[config.mk]
export PLATFORM = sky130hd
export DESIGN_NAME = and_stim_gen
export DESIGN_NICKNAME = d
export VERILOG_FILES = /design/src/rtl/and_stim_gen.sv
export SDC_FILE = /design/constraint.sdc
export NUM_CORES = 1
export LEC_CHECK = 0
export CORE_ASPECT_RATIO = 1.4
export CORE_UTILIZATION = 45
export CTS_CLUSTER_SIZE = 30
export DETAILED_ROUTE_END_ITERATION = 6
export DONT_BUFFER_PORTS = 1
export PLACE_DENSITY = 0.66
export SYNTH_ARGS = -nofsm -noshare
export SYNTH_HDL_FRONTEND = slang
export SYNTH_SLANG_ARGS = --single-unit
[constraint.sdc]
create_clock -name clk -period 2.25 [get_ports clk]
set_clock_uncertainty 0.15 [all_clocks]
set_input_delay 0.225 -clock clk [delete_from_list [all_inputs] [get_ports clk]]
set_output_delay 0.225 -clock clk [all_outputs]
set_load 0.05 [all_outputs]
[src/rtl/and_stim_gen.sv]
// rtl/and_stim_gen.sv - exhaustive 3-input stimulus sweep with d_in self-check
// Optional comparator/error counter enabled by macro SELF_CHECK_EN.
module and_stim_gen #(
  parameter int unsigned DWELL = 5
) (
  input  logic       clk,
  input  logic       rst,
  input  logic       start,
  input  logic       d_in,
  output logic       a,
  output logic       b,
  output logic       c,
  output logic [2:0] vec_idx,
  output logic       busy,
  output logic       done,
  output logic [3:0] err_cnt,
  output logic       pass
);

  typedef enum logic [1:0] {IDLE, DRIVE, DONE} state_t;

  state_t     state_q, state_d;
  logic [2:0] vec_idx_q, vec_idx_d;
  logic [7:0] dwell_q, dwell_d;
  logic [2:0] abc_q, abc_d;
  logic       sample;
  logic       launch;

  assign sample = (state_q == DRIVE) && (dwell_q == 8'(DWELL - 1));
  assign launch = ((state_q == IDLE) || (state_q == DONE)) && start;

  always_comb begin
    state_d   = state_q;
    vec_idx_d = vec_idx_q;
    dwell_d   = dwell_q;
    abc_d     = abc_q;
    case (state_q)
      IDLE, DONE: begin
        abc_d = 3'b000;
        if (start) begin
          state_d   = DRIVE;
          vec_idx_d = 3'd0;
          dwell_d   = 8'd0;
        end
      end
      DRIVE: begin
        dwell_d = dwell_q + 8'd1;
        if (sample) begin
          dwell_d = 8'd0;
          // vector 7 always ends the sweep; vec_idx is left at 7 for inspection
          if (vec_idx_q == 3'd7) begin
            state_d = DONE;
            abc_d   = 3'b000;
          end else begin
            vec_idx_d = vec_idx_q + 3'd1;
            abc_d     = vec_idx_q + 3'd1;
          end
        end
      end
      default: begin
        state_d   = IDLE;
        vec_idx_d = 3'd0;
        dwell_d   = 8'd0;
        abc_d     = 3'b000;
      end
    endcase
  end

  always_ff @(posedge clk or posedge rst) begin
    if (rst) begin
      state_q   <= IDLE;
      vec_idx_q <= 3'd0;
      dwell_q   <= 8'd0;
      abc_q     <= 3'b000;
    end else begin
      state_q   <= state_d;
      vec_idx_q <= vec_idx_d;
      dwell_q   <= dwell_d;
      abc_q     <= abc_d;
    end
  end

`ifdef SELF_CHECK_EN
  logic [3:0] err_q, err_d;

  always_comb begin
    err_d = err_q;
    if (launch) begin
      err_d = 4'd0;
    end else if (sample && (d_in != (&abc_q)) && (err_q != 4'd8)) begin
      err_d = err_q + 4'd1;
    end
  end

  always_ff @(posedge clk or posedge rst) begin
    if (rst) begin
      err_q <= 4'd0;
    end else begin
      err_q <= err_d;
    end
  end

  assign err_cnt = err_q;
`else
  logic unused_d_in;
  logic unused_launch;
  assign unused_d_in   = d_in;
  assign unused_launch = launch;
  assign err_cnt       = 4'd0;
`endif

  assign {a, b, c} = abc_q;
  assign vec_idx   = vec_idx_q;
  assign busy      = (state_q == DRIVE);
  assign done      = (state_q == DONE);
  assign pass      = done && (err_cnt == 4'd0);

endmodule
# Word-level counts from Yosys, hierarchy flattened
# Cells that the tools add are included.
dict set report op_classes {
  addsub 2
  n_eq_ne 8
  mux 14
  n_reduce_logical 5
}
# op n
set op_table {}
lappend op_table {{3-bit two-way mux} 6}
lappend op_table {{8-bit two-way mux} 2}
lappend op_table {{8-bit case mux with 2 select lines} 1}
lappend op_table {{8-bit by 1-bit adder with 8-bit output (second input constant)} 1}
lappend op_table {{8-bit by 3-bit equality test with 1-bit output (second input constant)} 1}
lappend op_table {{2-bit two-way mux} 3}
lappend op_table {{3-bit case mux with 2 select lines} 1}
lappend op_table {{3-bit AND reduction} 2}
lappend op_table {{2-bit by 1-bit != test with 1-bit output (second input constant)} 2}
lappend op_table {{2-bit != test (second input constant)} 2}
lappend op_table {{2-bit case mux with 2 select lines} 1}
lappend op_table {{3-bit by 1-bit adder with 3-bit output (second input constant)} 1}
lappend op_table {{3-bit equality test (second input constant)} 1}
lappend op_table {{2-bit by 1-bit equality test with 1-bit output (second input constant)} 1}
lappend op_table {{2-bit equality test (second input constant)} 1}
lappend op_table {{2-bit logical NOT} 1}
lappend op_table {{2-bit OR reduction} 1}
lappend op_table {{1-bit logical AND} 1}
dict set report word_totals {
  ff_bits 16
  in_bits 4
  out_inout_bits 13
  wordCells 33
}

# Longest topological paths before layout
dict set report logic_depth {
  ltp_word 4
  ltp_mapped 7
  mapped_depth_nobuf 6
}

# Least setup slack after synthesis
# No wires, ideal clock.
dict set report synth_path {
  path_type {register -> output}
  startpoint {reg state_q[0]}
  endpoint {out pass}
  t_arrival_ns 1.563
  required_ns 1.875
  path_slack_ns 0.312
  path_stages_with_launch 4
  path_buffers 2
  path_cell_list {dfrtp_1 > buf_2 > nor2b_1 > buf_4}
}
dict set report synth_between {
  elab_chain_cells 1
}
# element line_no
set synth_lines {}
lappend synth_lines {{start: declaration} 22} ;# state_t state_q, state_d;
lappend synth_lines {{start signal: assignment} 76} ;# state_q <= state_d;
lappend synth_lines {{2-bit equality test} 115} ;# assign done = (state_q == DONE);
lappend synth_lines {{end: declaration} 17} ;# output logic pass
# No other way between the ends.

# Final worst setup path
dict set report layout_path {
  startpoint {reg state_q[0]}
  endpoint {out busy}
}
dict set report layout_between {
  elab_chain_cells 1
}
# element line_no
set layout_lines {}
lappend layout_lines {{2-bit by 1-bit equality test with 1-bit output} 114} ;# assign busy = (state_q == DRIVE);
lappend layout_lines {{end: declaration} 14} ;# output logic busy,
# No other way between the ends.

==> out/qor.csv <==
metric,value,unit
outcome,"finished, final reports clean",
kind of critical path,register to output pin,
critical path data required time,1880,ps
critical path's largest stage delay,490,ps
CTS max path bufs,2,
initial antenna violation count,0,
Mapped Area,890,um2
Worst Hold Slack,6.31,ps
power per cell area,1300,mW/mm2
routed length per placed instance,14.7,um
Die Footprint,0.00216,mm2
Worst VDD drop,0.000575,V
cell at the slowest stage of the critical path,dfrtp_1,
Final Cycle Share,84.2,%
Leakage,0.000434,uW
Reg2Reg Launch Point,state_q[0],
Clock Latency Late Sink,280,ps
Post-Syn Area per Cell,10.0,um2
share of layout cells above drive strength 1,16.8,%
Chip Width,39.6,um
crit path time final,1890,ps
CTS tree,yes,
Core Region,0.00180,mm2
Final Setup Violations,0,
synth warn,0,
register bit total from synthesis,16,
CP Max Fanout,9,
top_reg_cell synth,dfrtp_1,
WL final,1690,um
Max Transition Viols Final,0,
Post-synth EDFFs,0,
Rows,18,
IO Count,17,
Initial Utilization,49.4,%
vias post-DR,673,
Clock transition at path regs,90,ps
Final nets,105,
min-delay src,start,
number of port buffers,0,
Reg2Reg Setup Slack,460,ps
hold crit path type,input pin to register,
clk sinks,16,
clk root buf,clkbuf_4,
worst slew pin tran,607,ps
chip height,54.6,um
share of the synthesized area in the top cell type,45.0,%
largest net degree at the start of global routing,17,
Async SR Flop Fraction,100,%
synth unique cells,34,
routability cong.,0.826,
final hold violations,0,
max_cap viols,0,
dpl ws,465,ps
Antenna Nets Post-Route,0,
grt total ovfl,0,
ant diodes,0,
CTS buffer count,3,
vias in the first global route,628,
Area contributors post-synth,"dfrtp_1 (45%), ha_1 (5.6%), buf_4 (4.2%)",
post-synth top area cell,dfrtp_1,
nature of the critical path endpoint,output pin,
DRT Pass-1 Iters,4,
R2R cell count,6,
DP HPWL,1240,um
H-tree lvl count,1,
DRC viols,0,
Sum Neg Setup Slack,0,ps
first-pass GRT wire length,2880,um
Max Freq,0.528,GHz
Rel. slew slack,59.5,%
Hold Path Stages,2,
"Arr. time, crit path",1520,ps
Area Overhead vs Synth,8.02,%
CP Launch Type,register,
Resize count post-CTS,0,
hold endpoint,dwell_q[4],
DRT iter0 DRCs,15,
Crit Reg-Reg Endpoint,dwell_q[3],
Worst Slack Setup Final,356,ps
vias per cell,5.85,
CP Cell Sequence,nand2b_1 > clkinv_2 > buf_4,
"Seq/Total Area, Yosys",45.0,%
GRT Total Usage,19.8,%
RSZ-0062 raised after global routing,no,
Post-Synthesis Cells,89,
worst max-delay path: cells and delay by family, from the launching register on:
kind | cells | cell delay, ps
DFF | 1 | 490
and+or+nand+nor | 1 | 320
buffers and inverters | 2 | 410
through the flow:
stage               power [uW]  std cells  cell area (um2)  util [%]
floorplan                  987         92              901         -
global placement          1090        110              918      51.0
detailed placement        1110        110              918      51.0
CTS                       1260        115              961      53.3
global route              1350        115              961      53.3
finish                    1240        115              961      53.3
layout by cell type, fill, tap and decap left out, types with 2 or more instances in the layout:
cell type | Yosys | routed
mux2i_1 | 2 | 2
ha_1 | 4 | 4
inv_1 | 4 | 4
conb_1 | 1 | 4
a21oi_1 | 3 | 3
nand2b_1 | 2 | 2
a32o_1 | 3 | 3
nand3_1 | 2 | 2
buf_4 | 5 | 5
nand2_1 | 9 | 9
a21o_1 | 3 | 3
dlygate4sd3_1 | 0 | 2
o22ai_1 | 3 | 3
nor4_1 | 2 | 2
nor2_1 | 5 | 5
nor3_1 | 2 | 2
o21ai_0 | 5 | 5
clkbuf_4 | 0 | 3
dfrtp_1 | 16 | 16
how the worst max path moves through the flow:
stage / startpoint / to / slack, ps / cells after the start
2_1_floorplan: state_q[0] / pass / 310 / 3
3_3_place_gp: state_q[0] / dwell_q[3] / 480 / 6
3_5_place_dp: dwell_q[0] / vec_idx[2] / 460 / 6
4_1_cts: state_q[0] / busy / 350 / 3
5_1_grt: state_q[0] / busy / 300 / 3
6_report: state_q[0] / busy / 360 / 3
routing by layer:
layer	up-vias	track usage, %	part of all wire, %
li1	333	-	-
met1	317	26.6	45
met2	18	30.3	49
met3	5	3.66	4.0
met4	0	8.62	1.9
met5	-	0	0
cell families after synthesis:
kind of cell,share of synthesized area (%)
and+or+nand+nor,20.0
AOI/OAI and AO/OA,19.1
DFF,45.0
buffers and inverters,7.59
adders and majority gates,5.63
muxes,2.25
other,0.422
repair_timing:
item / in CTS / in global routing
buffers inserted: 0 / 0
hold buffers: 2 / 0
endpoints found under the hold margin: 17 / 0
where the power goes:
group | switching [uW] | total, uW | internal, uW
combinational | 305 | 525 | 219
sequential | 184 | 572 | 388
clock | 86.2 | 148 | 62.2
cell usage after synthesis (2+ instances only):
cell type  number
buf_4           5
o21ai_0         5
ha_1            4
buf_2           2
nor3_1          2
a21oi_1         3
o22ai_1         3
nor4_1          2
mux2i_1         2
a21o_1          3
a32o_1          3
nor2_1          5
inv_1           4
dfrtp_1        16
nand2b_1        2
nand2_1         9
nand3_1         2
final cells by class:
cell class                 instances  area, um2
clock buffer                       3       22.5
fill                             174        841
inverter                           5       20.0
multi-input combinational         64        435
sequential                        16        400
tap                               20       25.0
timing repair buffer               7       57.6
state kept, by name (all words and copies together) (netlist names):
register and count:
dwell_q 8, abc_q 3, vec_idx 3, state_q 2
(Power assumes the default switching activity.)
